**src/rtl/vga_info_arbiter.sv**
```systemverilog
// vga_info_arbiter: shares the single port of the VGA character RAM between
// CPU MMIO writes and VGA scanout reads. VGA has priority. A pending CPU write
// wins once it has lost MAX_WAIT arbitrations in a row.
//
// Ports:
//   clock, reset           - 50 MHz clock, synchronous active-high reset
//   cpu_req/addr/wdata     - CPU write request, held until cpu_ack
//   cpu_ack                - one-cycle pulse, write committed at end of cycle
//   vga_req/addr           - VGA read request
//   vga_ack                - one-cycle pulse, read address accepted
//   vga_valid/rdata        - read data strobe (rdata passes mem_rdata through)
//   mem_en/we/addr/wdata   - RAM port controls (registered)
//   mem_rdata              - RAM read data, one cycle after a read enable
//   busy                   - arbiter not idle
module vga_info_arbiter #(
  parameter int unsigned ADDR_W   = 12,
  parameter int unsigned DATA_W   = 8,
  parameter int unsigned MAX_WAIT = 4
) (
  input  logic              clock,
  input  logic              reset,
  input  logic              cpu_req,
  input  logic [ADDR_W-1:0] cpu_addr,
  input  logic [DATA_W-1:0] cpu_wdata,
  output logic              cpu_ack,
  input  logic              vga_req,
  input  logic [ADDR_W-1:0] vga_addr,
  output logic              vga_ack,
  output logic              vga_valid,
  output logic [DATA_W-1:0] vga_rdata,
  output logic              mem_en,
  output logic              mem_we,
  output logic [ADDR_W-1:0] mem_addr,
  output logic [DATA_W-1:0] mem_wdata,
  input  logic [DATA_W-1:0] mem_rdata,
  output logic              busy
);

  // Keep at least one bit so MAX_WAIT = 0 still elaborates.
  localparam int unsigned WaitW = (MAX_WAIT > 0) ? $clog2(MAX_WAIT + 1) : 1;
  localparam logic [WaitW-1:0] MaxCnt = WaitW'(MAX_WAIT);

  typedef enum logic [1:0] {StIdle, StRdIssue, StRdData, StWr} state_e;

  state_e           state_q, state_d;
  logic [WaitW-1:0] wait_cnt_q, wait_cnt_d;
  logic             grant_cpu, grant_vga, cpu_elig;

  assign vga_rdata = mem_rdata;

  always_comb begin
    state_d    = state_q;
    wait_cnt_d = wait_cnt_q;
    grant_cpu  = 1'b0;
    grant_vga  = 1'b0;
    // A just-acknowledged write must not be granted twice.
    cpu_elig   = cpu_req && (state_q != StWr);

    if (state_q == StRdIssue) begin
      state_d = StRdData;
    end else begin
      if (cpu_elig && vga_req) begin
        if (wait_cnt_q == MaxCnt) grant_cpu = 1'b1;
        else                      grant_vga = 1'b1;
      end else if (cpu_elig) begin
        grant_cpu = 1'b1;
      end else if (vga_req) begin
        grant_vga = 1'b1;
      end

      if (grant_cpu)      state_d = StWr;
      else if (grant_vga) state_d = StRdIssue;
      else                state_d = StIdle;

      if (grant_cpu || !cpu_req) begin
        wait_cnt_d = '0;
      end else if (cpu_elig && grant_vga && (wait_cnt_q != MaxCnt)) begin
        wait_cnt_d = wait_cnt_q + WaitW'(1);
      end
    end
  end

  // Outputs are registered from the next state so they line up with state_q.
  always_ff @(posedge clock) begin
    if (reset) begin
      state_q    <= StIdle;
      wait_cnt_q <= '0;
      cpu_ack    <= 1'b0;
      vga_ack    <= 1'b0;
      vga_valid  <= 1'b0;
      mem_en     <= 1'b0;
      mem_we     <= 1'b0;
      mem_addr   <= '0;
      mem_wdata  <= '0;
      busy       <= 1'b0;
    end else begin
      state_q    <= state_d;
      wait_cnt_q <= wait_cnt_d;
      cpu_ack    <= (state_d == StWr);
      vga_ack    <= (state_d == StRdIssue);
      vga_valid  <= (state_d == StRdData);
      mem_en     <= (state_d == StWr) || (state_d == StRdIssue);
      mem_we     <= (state_d == StWr);
      busy       <= (state_d != StIdle);
      if (grant_cpu) begin
        mem_addr  <= cpu_addr;
        mem_wdata <= cpu_wdata;
      end else if (grant_vga) begin
        mem_addr  <= vga_addr;
      end
    end
  end

endmodule
```
**config.mk**
```make
export PLATFORM = sky130hd
export DESIGN_NAME = vga_info_arbiter
export DESIGN_NICKNAME = d
export VERILOG_FILES = /design/src/rtl/vga_info_arbiter.sv
export SDC_FILE = /design/constraint.sdc
export NUM_CORES = 1
export LEC_CHECK = 0
export CORE_ASPECT_RATIO = 0.8
export CORE_MARGIN = 2
export CORE_UTILIZATION = 39
export DETAILED_ROUTE_END_ITERATION = 8
export PLACE_DENSITY = 0.84
export SETUP_SLACK_MARGIN = 0.4
export SLEW_MARGIN = 20
export SYNTH_ARGS = -nofsm -noshare
export SYNTH_HDL_FRONTEND = slang
export SYNTH_SLANG_ARGS = --single-unit
```
**constraint.sdc**
```tcl
create_clock -name clock -period 2.9 [get_ports clock]
set_input_delay 0.87 -clock clock [delete_from_list [all_inputs] [get_ports clock]]
set_output_delay 0.87 -clock clock [all_outputs]
set_load 0.02 [all_outputs]
```
* Word level (Yosys, flattened, before mapping)
Cells that the tools add are included.
** Operators by class
- Add/subtract/negate cells :: 1
- $mul :: 0
- Divide/modulo/power cells :: 0
- Magnitude comparators :: 0
- Equality and inequality tests :: 7
- Shift operators :: 0
- Muxes and demuxes :: 18
- Bitwise gates (word level) :: 1
- Reduce and logical (&&, ||, !) cells :: 11
** Operators by type and width (number)
- 2-to-1 mux 12 bit :: 2
- 2-to-1 mux 1 bit :: 12
- 2-to-1 mux 3 bit :: 2
- nonzero test 2 bit :: 3
- equality test 2 x 1 -> 1 bit (second input constant) :: 2
- equality test 2 bit (second input constant) :: 2
- logical AND 1 bit :: 4
- 2-to-1 mux 2 bit :: 2
- adder 3 x 1 -> 3 bit (second input constant) :: 1
- equality test 3 bit (second input constant) :: 1
- inequality test 3 bit (second input constant) :: 1
- logical OR 1 bit :: 2
- inequality test 2 bit (second input constant) :: 1
- AND reduction 2 bit :: 1
- zero test 1 bit :: 1
- inverter 1 bit :: 1
** Word-level totals
- Register bits after elaboration :: 30
- Bits in latches :: 0
- Memory bits (writable) :: 0
- Bits in read-only memories :: 0
- Input bits :: 44
- Output and inout bits :: 34
- Logic and storage cells :: 47
- Memories kept :: 0

* Depth between registers and ports, before layout
- Depth in word-level cells :: 10
- Mapped depth :: 7

* Worst setup path before layout
OpenSTA, ideal clock, no wires.
- Path type :: input -> output
- Start :: input mem_rdata[0]
- End :: output vga_rdata[0]
- Data arrival time :: 1.004 ns
- Required time :: 2.030 ns
- Setup slack :: 1.026 ns
- Stages :: 1
- Buffers on the path :: 1
- Path through :: buf_4
** RTL lines
- from (decl) :: line 35 : input logic [DATA_W-1:0] mem_rdata,
- to (decl) :: line 30 : output logic [DATA_W-1:0] vga_rdata,
No word-level cell between the ends.

* Worst setup path after layout
- Start :: input vga_req
- End :: register mem_addr[11]
** On the way
- Longest elaborated chain between the ends :: 6
** RTL lines
- from (decl) :: line 26 : input logic vga_req,
- 2-to-1 mux 1 bit :: line 67 : end else if (vga_req) begin
- 2-to-1 mux 1 bit :: line 65 : end else if (cpu_elig) begin
- 2-to-1 mux 1 bit :: line 62 : if (cpu_elig && vga_req) begin
- 2-to-1 mux 1 bit (2 in series) :: line 59 : if (state_q == StRdIssue) begin
- nonzero test 2 bit (no line)
- to (signal assigned) :: line 106 : mem_addr <= cpu_addr;
- to (signal assigned) :: line 109 : mem_addr <= vga_addr;
- to (decl) :: line 33 : output logic [ADDR_W-1:0] mem_addr,
Several ways; a longest one is shown, not always the timed one. The select of a mux whose other input is x is not followed.
A chain may end at the register's enable or synchronous reset.

==> results.md <==
- Starting DRC count in detailed routing: 25
- Mapped Avg Cell Area: 10.1 sq um
- Post-CTS sizing: 0
- EDFF count, synth: 0
- Max-cap check violation count: 0
- Count of hold buffers inserted by post-cts repair: 0
- Worst reg2reg endpoint: mem_addr[11]
- Average wire per cell in the routed design: 14.8 um
- Commonest cells in the synthesized netlist: sky130_fd_sc_hd__dfxtp_1 (29), sky130_fd_sc_hd__nand2_1 (20), sky130_fd_sc_hd__a21oi_1 (12)
- Area share of the leading cell type in the synthesized netlist: 0.453
- Share of post-route cells with drive strength above 1: 0.127
- Global-route wire length before repair: 5.19 mm
- Largest net degree at the start of global routing: 21
- Number of core rows: 18
- Worst hold path class: flop to flop
- Post-Route Utilization: 0.613
- Detail Placement HPWL: 2.47 mm
- Final-report setup violation count: 0
- Via count of the first global-routing pass: 1,099
- Insertion delay to the later sink of the worst-skew pair: 0.28 ns
- Switching fraction of total power: 0.264
- Final hold vios: 0
- Final standard cell area without fillers: 1910 sq um
- Met1 Resource Use GR: 0.221
- Critical path launch point type: input port
- Required time reported for the critical path endpoint: 3.07 ns
- Register area share after synthesis: 0.453
- Number of slew-limit violations in the final report: 0
- Headroom to the max-slew limit: 0.616
- Biggest area contributors in the synthesized netlist: sky130_fd_sc_hd__dfxtp_1 (45%), sky130_fd_sc_hd__o2bb2ai_2 (9.4%), sky130_fd_sc_hd__buf_4 (5.9%)
- Clock network fraction of total power: 0.327
- Share of the clock period used by the worst path after layout: 0.791
- Via density: 5.04
- Setup CP Type: input port to flop
- Most used flip-flop cell after synthesis: sky130_fd_sc_hd__dfxtp_1
- Leakage Power: 0.696 nW
- Area inside the core boundary: 3110 sq um
- Buffer cell driving the clock tree root: sky130_fd_sc_hd__clkbuf_8
- Port Buf Inserts: 61
- CP Max Fanout: 17
- Count of unresolved DRC violations after routing: 0
- Dpl cell area: 1820 sq um
- Highest-utilization routing layer at the global route stage: met2
- Remaining antenna violation count: 0
- Total internal power: 737 uW
- Height of the chip: 55.3 um
- Mapped Cells: 127
- Setup Total Neg Slack: 0 ns
- YS warnings: 0
- Clock Sinks: 29
- RSZ-0062 raised after global routing: no
- Relative contribution of sequential cells to total power: 0.448
- Power Dens Cells: 526 nW/um^2
- Synth cell types: 31
- Proportion of register bits with asynchronous set or reset after synthesis: 0
- Worst ir drop on vdd: 0.000330 V
- Total global routing overflow: 0
- Source of the critical timing path: vga_req
- N_diodes: 0
- Crit path to: mem_addr[11]
- Number of setup buffers added after CTS: 0
- Crit path time final: 2.29 ns
- Placer's final routability congestion estimate: 0.747
- Number of flip-flops and latches in the synthesized netlist: 29
- Post-synth net total: 173
- Number of antenna violations at the first check in global routing: 0
- Worst reg-to-reg path cell count: 6
- Met2 routing resource usage after global routing: 0.301
- Total Die Area: 3760 sq um
- Wire length after detailed routing: 3.26 mm
- P&R area growth vs syn: 48.7%
- Number of vias after detailed routing: 1,114
- Filler instances: 253
- Slew at the pin closest to its max-slew limit: 0.576 ns
- Deepest level of the CTS H-tree: 2
- Library cell with the highest instance count after synthesis: sky130_fd_sc_hd__dfxtp_1
- Clock transition time at the flip-flop clock pins of the worst setup and hold paths: 0.06 ns
- First-pass DRT Iterations: 4
- CTS tree: yes
- Synth area leader: sky130_fd_sc_hd__dfxtp_1
- Synth Cell Area: 1280 sq um
- Initial standard-cell utilization of the core: 0.412
- Net switching power of the design: 265 uW
- Start of the worst register-to-register path: wait_cnt_q[0]
- Setup skew after layout: 0.00412 ns
- Flop-to-flop setup slack: 1.22 ns
- Run status: complete, no violations
- All-Layer GR Usage: 0.190
- Cts bufs inserted: 5
- Met3 layer usage reported by global route: 0.0876
- Ports: 78
- Worst Setup End Kind: flop
- Combinational share of power: 0.226
- Post-layout net count: 227
- Maximum buffer depth of the clock tree: 2
- Highest clock rate: 0.436 GHz
- Die width: 68.1 um
- Worst path arrival time: 2.46 ns
==> registers in the layout (all words and copies together) (netlist names) <==
signal / flops
mem_addr: 12
mem_wdata: 8
wait_cnt_q: 3
busy: 1
mem_en: 1
mem_we: 1
state_q: 1
vga_ack: 1
vga_valid: 1
==> power groups by stage <==
stage                     Combinational (mW)  Clock [mW]  Sequential (mW)
after floorplan                        0.102           0            0.486
after detailed placement               0.226           0            0.456
after CTS                              0.228       0.340            0.448
after global routing                   0.241       0.357            0.451
after global placement                 0.220           0            0.456
final                                  0.226       0.327            0.448
==> cell usage in the layout (no fill, tap or decap), drive strengths merged <==
cell	netlist	layout
a21bo	1	1
a21boi	1	1
a21oi	12	12
a2bb2o	1	1
a31oi	1	1
and2	1	1
and2b	2	2
buf	15	2
clkbuf	1	7
clkdlybuf4s50	0	61
dfxtp	29	29
ha	2	2
inv	5	5
nand2	20	20
nand3	1	1
nand4b	3	3
nor2	3	3
nor2b	1	1
nor4	1	1
o21ai	2	2
o22ai	12	12
o2bb2ai	11	11
or2	1	1
or2b	1	1
==> critical path: stages <==
cell and delay, ns:
sky130_fd_sc_hd__clkdlybuf4s50_1 0.47, sky130_fd_sc_hd__a21bo_2 0.27, sky130_fd_sc_hd__nand3_2 0.33, sky130_fd_sc_hd__o22ai_2 0.28, sky130_fd_sc_hd__a2bb2o_4 0.23
==> kinds of logic (layout without fill, tap and decap cells) <==
logic type,count (synthesis),in the layout,share of synthesized area
compound gates,41,41,0.267
fa+ha+maj,2,2,0.0195
buf+inv,21,75,0.122
flops,29,29,0.453
simple gates,34,34,0.139
==> how the worst min path moves through the flow <==
| stage | start | end | slack, ns | depth (start not counted) |
|---|---|---|---|---|
| 2_1_floorplan | wait_cnt_q[1] | wait_cnt_q[1] | 0.45 | 2 |
| 3_5_place_dp | mem_wdata[4] | mem_wdata[4] | 0.45 | 2 |
| 3_3_place_gp | mem_wdata[6] | mem_wdata[6] | 0.44 | 2 |
| 6_report | mem_wdata[4] | mem_wdata[4] | 0.46 | 2 |
| 4_1_cts | mem_wdata[4] | mem_wdata[4] | 0.46 | 2 |
| 5_1_grt | mem_addr[1] | mem_addr[1] | 0.49 | 1 |
==> layout make-up <==
class	count	area [sq um]	share of cell area
multi-input cells	77	544	0.286
repair buffers	63	626	0.328
well taps	40	50.0	0.0263
flip-flops and latches	29	581	0.305
clock buffers	7	86.3	0.0453
inverters	5	18.8	0.00985
==> per-layer routing <==
layer | wire length (um) | part of all wire
met5 | 0 | 0
met4 | 40 | 0.012
met3 | 249 | 0.076
met2 | 1590 | 0.49
met1 | 1380 | 0.42
==> through the flow <==
step / power, mW / std cells / worst slack [ns] / hold slack, ns
detailed placement: 0.682 / 214 / 0.328 / 0.454
global placement: 0.676 / 214 / 0.398 / 0.442
global route: 1.05 / 221 / 0.527 / 0.488
CTS: 1.02 / 221 / 0.625 / 0.462
finish: 1.00 / 221 / 0.605 / 0.460
floorplan: 0.588 / 127 / 1.03 / 0.453
No activity file was read; power rests on OpenSTA's default activity.
